<file path="src/rtl/output_switch_guarded_pkg.sv">
// output_switch_guarded_pkg: shared constants, FSM state encoding and parameter legality check
// for the guarded N-way output switch and its select synchroniser.
package output_switch_guarded_pkg;

    localparam int CNT_W = 8;

    localparam logic [7:0] DEF_SAFE_VAL = 8'hFF;

    localparam logic [0:0] ST_ACTIVE = 1'b0;
    localparam logic [0:0] ST_GUARD  = 1'b1;

    function automatic bit params_ok(
        input int num_src,
        input int sel_w,
        input int guard_cycles,
        input int reset_src,
        input int sync_stages
    );
        return num_src >= 2 && num_src <= 16 && (1 << sel_w) >= num_src &&
               guard_cycles >= 1 && guard_cycles <= 255 &&
               reset_src >= 0 && reset_src < num_src && sync_stages >= 2;
    endfunction

endpackage

</file>
<file path="src/rtl/output_switch_guarded_if.sv">
// output_switch_guarded_if: source-side and pin-side signals of the guarded output switch.
//   ctr_io       requested source index (asynchronous to clk)
//   src_data     flattened source buses, source k at [k*WIDTH +: WIDTH]
//   output_pin   registered pin drive
//   active_src   index currently routed
//   switching    high while the guard interval runs
//   switch_done  one-cycle pulse when active_src changes
//   sel_err      synchronised select is out of range
//   switch_count completed switches, wraps mod 2^16
// master: the side that supplies requests and data; slave: the switch itself.
interface output_switch_guarded_if #(
    parameter int WIDTH   = 8,
    parameter int NUM_SRC = 2,
    parameter int SEL_W   = 1
);
    logic [SEL_W-1:0]         ctr_io;
    logic [NUM_SRC*WIDTH-1:0] src_data;
    logic [WIDTH-1:0]         output_pin;
    logic [SEL_W-1:0]         active_src;
    logic                     switching;
    logic                     switch_done;
    logic                     sel_err;
    logic [15:0]              switch_count;

    modport master (
        output ctr_io, src_data,
        input  output_pin, active_src, switching, switch_done, sel_err, switch_count
    );

    modport slave (
        input  ctr_io, src_data,
        output output_pin, active_src, switching, switch_done, sel_err, switch_count
    );
endinterface

</file>
<file path="src/rtl/output_switch_guarded_sync_bus.sv">
// sync_bus: STAGES-deep flop chain bringing a W-bit asynchronous bus into the clk domain.
//   clk  system clock
//   rst  asynchronous active-high reset, every stage loads RST_VAL
//   d    asynchronous input bus
//   q    synchronised bus, d delayed by STAGES edges
module sync_bus #(
    parameter int             W       = 1,
    parameter int             STAGES  = 2,
    parameter logic [W-1:0]   RST_VAL = '0
) (
    input  logic         clk,
    input  logic         rst,
    input  logic [W-1:0] d,
    output logic [W-1:0] q
);
    logic [STAGES-1:0][W-1:0] ff;

    always_ff @(posedge clk or posedge rst) begin
        if (rst)
            ff <= {STAGES{RST_VAL}};
        else
            ff <= {ff[STAGES-2:0], d};
    end

    assign q = ff[STAGES-1];
endmodule

</file>
<file path="src/rtl/output_switch_guarded.sv">
// output_switch_guarded: registered N-way pin multiplexer that hands the board pins between
// NUM_SRC cores, driving SAFE_VAL for GUARD_CYCLES cycles around every handover.
//   clk  system clock, all logic on posedge
//   rst  asynchronous active-high reset
//   bus  slave side of output_switch_guarded_if (requests, source data, pins, status)
module output_switch_guarded
    import output_switch_guarded_pkg::*;
#(
    parameter int               WIDTH        = 8,
    parameter int               NUM_SRC      = 2,
    parameter int               SEL_W        = 1,
    parameter logic [WIDTH-1:0] SAFE_VAL     = WIDTH'(DEF_SAFE_VAL),
    parameter int               GUARD_CYCLES = 4,
    parameter int               SYNC_STAGES  = 2,
    parameter int               RESET_SRC    = 0
) (
    input logic                   clk,
    input logic                   rst,
    output_switch_guarded_if.slave bus
);
    if (!params_ok(NUM_SRC, SEL_W, GUARD_CYCLES, RESET_SRC, SYNC_STAGES)) begin : g_bad_params
        $error("output_switch_guarded: illegal parameter combination");
    end

    logic [SEL_W-1:0] sel_s;
    logic [0:0]       state;
    logic [CNT_W-1:0] cnt;
    logic             settle;
    logic             sel_valid;
    logic             start;
    logic             last;
    logic [SEL_W-1:0] target;
    logic [WIDTH-1:0] cur_data;

    sync_bus #(
        .W       (SEL_W),
        .STAGES  (SYNC_STAGES),
        .RST_VAL (SEL_W'(RESET_SRC))
    ) u_sel_sync (
        .clk (clk),
        .rst (rst),
        .d   (bus.ctr_io),
        .q   (sel_s)
    );

    assign sel_valid = 32'(sel_s) < NUM_SRC;
    assign target    = sel_valid ? sel_s : bus.active_src;
    assign cur_data  = bus.src_data[32'(bus.active_src) * WIDTH +: WIDTH];

    // The first ACTIVE cycle after a guard always shows the new source, so two
    // back-to-back handovers never merge into one long SAFE run.
    assign start = sel_valid && sel_s != bus.active_src && !settle;

    // SAFE covers the entry edge plus GUARD_CYCLES-1 guard edges; the exit is the
    // edge that takes the counter down to zero.
    assign last = cnt <= CNT_W'(1);

    always_ff @(posedge clk or posedge rst) begin
        if (rst) begin
            state            <= ST_ACTIVE;
            cnt              <= '0;
            settle           <= 1'b0;
            bus.output_pin   <= SAFE_VAL;
            bus.active_src   <= SEL_W'(RESET_SRC);
            bus.switching    <= 1'b0;
            bus.switch_done  <= 1'b0;
            bus.sel_err      <= 1'b0;
            bus.switch_count <= '0;
        end else begin
            bus.sel_err     <= !sel_valid;
            bus.switch_done <= 1'b0;
            settle          <= 1'b0;
            if (state == ST_ACTIVE) begin
                if (start) begin
                    state          <= ST_GUARD;
                    cnt            <= CNT_W'(GUARD_CYCLES - 1);
                    bus.output_pin <= SAFE_VAL;
                    bus.switching  <= 1'b1;
                end else begin
                    bus.output_pin <= cur_data;
                end
            end else begin
                bus.output_pin <= SAFE_VAL;
                cnt            <= cnt - CNT_W'(1);
                if (last) begin
                    state          <= ST_ACTIVE;
                    bus.switching  <= 1'b0;
                    bus.active_src <= target;
                    settle         <= 1'b1;
                    if (target != bus.active_src) begin
                        bus.switch_done  <= 1'b1;
                        bus.switch_count <= bus.switch_count + 16'd1;
                    end
                end
            end
        end
    end
endmodule
</file>
<file path="src/flat_wrapper.sv">
// flat-port wrapper written by rule: the top's interface ports become plain ports
module output_switch_guarded_flat import output_switch_guarded_pkg::*;
#(
    parameter int               WIDTH        = 8,
    parameter int               NUM_SRC      = 2,
    parameter int               SEL_W        = 1,
    parameter logic [WIDTH-1:0] SAFE_VAL     = WIDTH'(DEF_SAFE_VAL),
    parameter int               GUARD_CYCLES = 4,
    parameter int               SYNC_STAGES  = 2,
    parameter int               RESET_SRC    = 0
)
  (clk, rst, bus_ctr_io, bus_src_data, bus_output_pin, bus_active_src, bus_switching, bus_switch_done, bus_sel_err, bus_switch_count);
  output_switch_guarded_if #(.WIDTH(WIDTH), .NUM_SRC(NUM_SRC), .SEL_W(SEL_W)) bus_i ();
  input logic clk;
  input logic rst;
  input wire logic [$bits(bus_i.ctr_io)-1:0] bus_ctr_io;
  input wire logic [$bits(bus_i.src_data)-1:0] bus_src_data;
  output wire logic [$bits(bus_i.output_pin)-1:0] bus_output_pin;
  output wire logic [$bits(bus_i.active_src)-1:0] bus_active_src;
  output wire logic [$bits(bus_i.switching)-1:0] bus_switching;
  output wire logic [$bits(bus_i.switch_done)-1:0] bus_switch_done;
  output wire logic [$bits(bus_i.sel_err)-1:0] bus_sel_err;
  output wire logic [$bits(bus_i.switch_count)-1:0] bus_switch_count;
  assign bus_i.ctr_io = bus_ctr_io;
  assign bus_i.src_data = bus_src_data;
  assign bus_output_pin = bus_i.output_pin;
  assign bus_active_src = bus_i.active_src;
  assign bus_switching = bus_i.switching;
  assign bus_switch_done = bus_i.switch_done;
  assign bus_sel_err = bus_i.sel_err;
  assign bus_switch_count = bus_i.switch_count;
  output_switch_guarded #(.WIDTH(WIDTH), .NUM_SRC(NUM_SRC), .SEL_W(SEL_W), .SAFE_VAL(SAFE_VAL), .GUARD_CYCLES(GUARD_CYCLES), .SYNC_STAGES(SYNC_STAGES), .RESET_SRC(RESET_SRC)) u_core (.clk(clk), .rst(rst), .bus(bus_i));
endmodule
</file>
<file path="config.mk">
export PLATFORM = sky130hd
export DESIGN_NAME = output_switch_guarded_flat
export DESIGN_NICKNAME = d
export VERILOG_FILES = /design/src/rtl/output_switch_guarded_pkg.sv /design/src/rtl/output_switch_guarded_if.sv /design/src/rtl/output_switch_guarded_sync_bus.sv /design/src/rtl/output_switch_guarded.sv /design/src/flat_wrapper.sv
export SDC_FILE = /design/constraint.sdc
export NUM_CORES = 1
export LEC_CHECK = 0
export ABC_CLOCK_PERIOD_IN_PS = 3200
export CAP_MARGIN = 20
export CORE_MARGIN = 2
export CORE_UTILIZATION = 28
export DETAILED_ROUTE_END_ITERATION = 6
export SYNTH_ARGS = -nofsm -noshare
export SYNTH_HDL_FRONTEND = slang
export SYNTH_SLANG_ARGS = --single-unit
export TNS_END_PERCENT = 5
</file>
<file path="constraint.sdc">
create_clock -name clk -period 3.2 [get_ports clk]
set_clock_uncertainty 0.05 [all_clocks]
set_input_delay 0.32 -clock clk [delete_from_list [all_inputs] [get_ports clk]]
set_output_delay 0.32 -clock clk [all_outputs]
set_load 0.05 [all_outputs]
</file>
==> metrics list <==
* Sort of element at the end of the critical path: register
- For this configuration, the core starts out at a cell density of 28.68%.
- TritonCTS created 5 clock buffers.
* CTS tree: built
- Sequential cells were found to cover 58.41% of the synthesized design area.
* Violation count after the first detailed-routing iteration: 41
* Total count of hold-check failures in the final report: 0
* Tcrit/Tclk final: 69.17%
- Cell family with most CP delay: simple AND/OR/NAND/NOR gates
* # rows: 28
* Net switching power of the design: 593.7 uW
- In this run the remaining antenna-violating nets after routing total 0.
- Crit Path Category: register to register
* Vias per cell: 4.462
- CP Data Arrival Time: about 2.3 ns
* Count of final max-slew check failures: 0
- Counting flops and latches in the post-synthesis netlist gives 39.
* Syn Area/Cell: 11.48 um^2
- Global routing finished with a remaining overflow of 0.
- The critical path goes through inv_1 -> ha_1 -> nor2_1 -> or4_4 -> or4_4 -> nand2b_1 -> xnor2_1.
- For flop-to-flop paths, the worst setup slack is between 0.9 and 1 ns.
- The number of hold buffers added after CTS was 0.
- Across the VDD grid, the largest voltage drop is between 0.0003 and 0.0004 V.
- Primary flip-flop cell chosen by synthesis mapping: sky130_fd_sc_hd__dfrtp_1
- Total setup violations reported at the end of the flow: 0
- Entering global routing, the biggest net connects 40 pins.
- Slowest stage delay, CP: 0.56 ns
- During placement, the flow inserted port buffers numbering 45.
* Via count of the first global-routing pass: 1218
- Gr usage total: just over 10%
* Area Growth Syn to Fin: 36.77%
- Of all nets on the critical path, the largest fanout is 6.
- The internal power of the cells totals between 1000 and 1500 uW.
* Number of nets in the finished design: 219
* Nets in the synthesized netlist: ~170
- Number of instances in the synthesized netlist: around 150
- Counting stages on the worst path, the most repeated cell is sky130_fd_sc_hd__or4_4.
- Standby leakage power: 0.0009824 uW
- Initial antenna violation count: 0
* Post-layout utilization of the core: 39.22%
* Async set-reset flop share out of synthesis: 100.0%
- 0 antenna diodes ended up in the layout.
* Setup Total Neg Slack: 0 ns
- The floorplan step defined a die boundary enclosing between 6000 and 7000 um^2.
* Number of warnings printed during yosys synthesis: 0
- The filler cells instantiated in the layout total about 580.
- Vias after detailed routing: ~1200
- Clock Sink Count: 39
- Summed over all nets, the half-perimeter wirelength after detailed placement is 2.269 mm.
* Yosys top cell area share: 45.96%
- Min cycle time layout: 2.213 ns
* Result of the run: completed
* Switching part of the total: 37.05%
- The slowest stage of the critical path belongs to the cell sky130_fd_sc_hd__or4_4.
* Share of total power in the clock network: 20.9%
* Max-cap check violation count: 0
- Ports placed on the boundary: 47
- After layout, the worst setup slack is 0.9866 ns.
* Clk_lat worst skew: 0.28 ns
- Cells with a size suffix above 1 make up 12.12% of the layout.
- Pre-CTS setup slack: 0.9835 ns
- Setup crit start kind: register
* Total power density per cell area: between 600 and 700 nW/um^2
* Combinational power share: 36.5%
- The min-delay analysis places its worst path in the category register to register.
- For this run, the top clock speed supported by timing is 451.8 MHz.
- The synthesized netlist occupies a cell area of 1688 um^2.
- By area the synthesized netlist is led by sky130_fd_sc_hd__dfrtp_1, sky130_fd_sc_hd__dfstp_2, sky130_fd_sc_hd__xnor2_1.
* Number of distinct library cells after synthesis: 32
* Pre-Repair DR Iteration Count: 4
- Counting flops with a built-in enable in the synthesized netlist gives 0.
- For this run, design rule violations remaining after detail routing come to 0.
* Buffer levels on the longest clock path: 2
- The first global-routing pass estimated 5.285 mm of wire.
- Maximum level of the CTS H-tree: 2
- Buffer cell driving the clock tree root: sky130_fd_sc_hd__clkbuf_8
- Final hold analysis gives a worst-case slack of between 0.2 and 0.3 ns.
- Slew at the pin closest to its max-slew limit: 0.7268 ns
- Die span in x: 81.64 um
* Cts repair resizes: 0
* Rel. slew slack: 51.37%
- Routed wirelength normalized by instance count: 11.42 um
- Seq pwr share: 42.6%
- RSZ-0062 raised after global routing: no
- Floorplan die height: between 80 and 90 um
- At the end of routability-driven placement, the weighted congestion stood at 0.6876.
- The number of setup buffers added after CTS is 0.
- STA puts the critical path data required time at 3.32 ns.
- CP bufs+invs: 1
- Wires add up to 3.118 mm.
- The core region is approximately 6000 um^2.
* Clock Pin Slew Worst Setup and Hold Paths: 0.07 ns
* Top cell type by total area after synthesis: sky130_fd_sc_hd__dfrtp_1
[per-stage QoR]
stage | power (uW) | cells | instance area [um^2]
floorplan | 1106 | 147 | 1688
global placement | 1271 | 265 | 2217
detailed placement | 1283 | 265 | 2217
CTS | 1629 | 273 | 2308
global route | 1710 | 273 | 2308
finish | 1602 | 273 | 2308
[worst reg2reg max path, delay by kind of cell (launching register included)]
family                   cells  cell delay, ns
AND/OR/NAND/NOR              4            1.25
flip-flops                   1            0.39
adder cells (fa/ha/maj)      1            0.19
XOR/XNOR                     1            0.13
buffers and inverters        1            0.09
[cell usage after synthesis (2+ instances only)]
cell,n
sky130_fd_sc_hd__nand2b_1,2
sky130_fd_sc_hd__or4_4,2
sky130_fd_sc_hd__or3_1,2
sky130_fd_sc_hd__dfstp_2,8
sky130_fd_sc_hd__nand3b_1,2
sky130_fd_sc_hd__nor2_1,10
sky130_fd_sc_hd__ha_1,3
sky130_fd_sc_hd__mux2i_1,9
sky130_fd_sc_hd__nand4_1,2
sky130_fd_sc_hd__buf_6,2
sky130_fd_sc_hd__clkbuf_1,2
sky130_fd_sc_hd__nand2_1,20
sky130_fd_sc_hd__xor2_1,3
sky130_fd_sc_hd__inv_1,7
sky130_fd_sc_hd__dfrtp_1,31
sky130_fd_sc_hd__xnor2_1,13
sky130_fd_sc_hd__nand3_1,9
sky130_fd_sc_hd__o21ai_0,6
[cells in the final DEF (no fill, tap or decap), types with 2 or more instances in the layout]
cell                               n
sky130_fd_sc_hd__or3_1             2
sky130_fd_sc_hd__dfrtp_1          31
sky130_fd_sc_hd__nand3_1           9
sky130_fd_sc_hd__nand2b_1          2
sky130_fd_sc_hd__clkdlybuf4s50_1  45
sky130_fd_sc_hd__clkbuf_8          6
sky130_fd_sc_hd__inv_1             7
sky130_fd_sc_hd__nand4_1           2
sky130_fd_sc_hd__nand2_1          20
sky130_fd_sc_hd__dfstp_2           8
sky130_fd_sc_hd__ha_1              3
sky130_fd_sc_hd__or4_4             2
sky130_fd_sc_hd__nand3b_1          2
sky130_fd_sc_hd__xnor2_1          13
sky130_fd_sc_hd__mux2i_1           9
sky130_fd_sc_hd__o21ai_0           6
sky130_fd_sc_hd__buf_4             3
sky130_fd_sc_hd__xor2_1            3
sky130_fd_sc_hd__nor2_1           10
[layer usage]
metal / vias to the layer above / wire [um] / track usage [%]
li1: 590 / - / -
met1: 597 / 1355 / 11.83
met2: 29 / 1575 / 17.54
met3: 2 / 162 / 3.407
met4: 0 / 25 / 5.000
met5: - / 0 / 0
[cell families (layout without fill, tap and decap cells)]
logic type,after synthesis,in the layout,share of synthesized area [%]
AOI/OAI and AO/OA,9,9,3.262
xor gates and xnor gates,16,16,8.303
adders and majority gates,3,3,2.224
buffers and inverters,12,63,3.781
DFF,39,39,58.41
muxes,10,10,6.005
other,1,1,0.2222
and+or+nand+nor,57,57,17.79
[state kept, by name, summed over array words and instances (netlist names)]
signal                   cells
u_core.bus.switch_count     16
u_core.bus.output_pin        8
u_core.cnt                   8
u_core.bus.active_src        1
u_core.bus.switch_done       1
u_core.bus.switching         1
u_core.settle                1
u_core.state                 1
u_core.u_sel_sync.ff         1
u_core.u_sel_sync.q          1
[power by group through the flow]
stage | clock (uW) | sequential, uW | combinational, uW
global route | 370 | 699 | 642
finish | 335 | 683 | 585
floorplan | 0 | 818 | 288
CTS | 352 | 683 | 594
global placement | 0 | 688 | 583
detailed placement | 0 | 691 | 592
[cell type report]
cell class	count	area, um^2	share of cell area [%]
tap	75	93.84	4.065
clock buffer	7	86.33	3.740
sequential	39	985.9	42.71
multi-input combinational	96	638.1	27.64
inverter	7	26.28	1.138
timing repair buffer	48	473.0	20.49
clock inverter	1	5.005	0.2168
[final timing paths]
path,start,endpoint,cells past startpoint
worst max-delay path,u_core.cnt[0]$_DFFE_PP0P_,u_core.bus.switch_count[12]$_DFFE_PP0P_,7
worst min register to register,u_core.u_sel_sync.ff[0]$_DFF_PP0_,u_core.u_sel_sync.q$_DFF_PP0_,0
min in group asynchronous,rst,u_core.bus.switch_count[5]$_DFFE_PP0P_,3
max in group asynchronous,rst,u_core.bus.output_pin[3]$_DFF_PP1_,3
worst min-delay path,u_core.u_sel_sync.ff[0]$_DFF_PP0_,u_core.u_sel_sync.q$_DFF_PP0_,0
worst max register to register,u_core.cnt[0]$_DFFE_PP0P_,u_core.bus.switch_count[12]$_DFFE_PP0P_,7
Note: power is estimated with default switching activity, not from simulation.
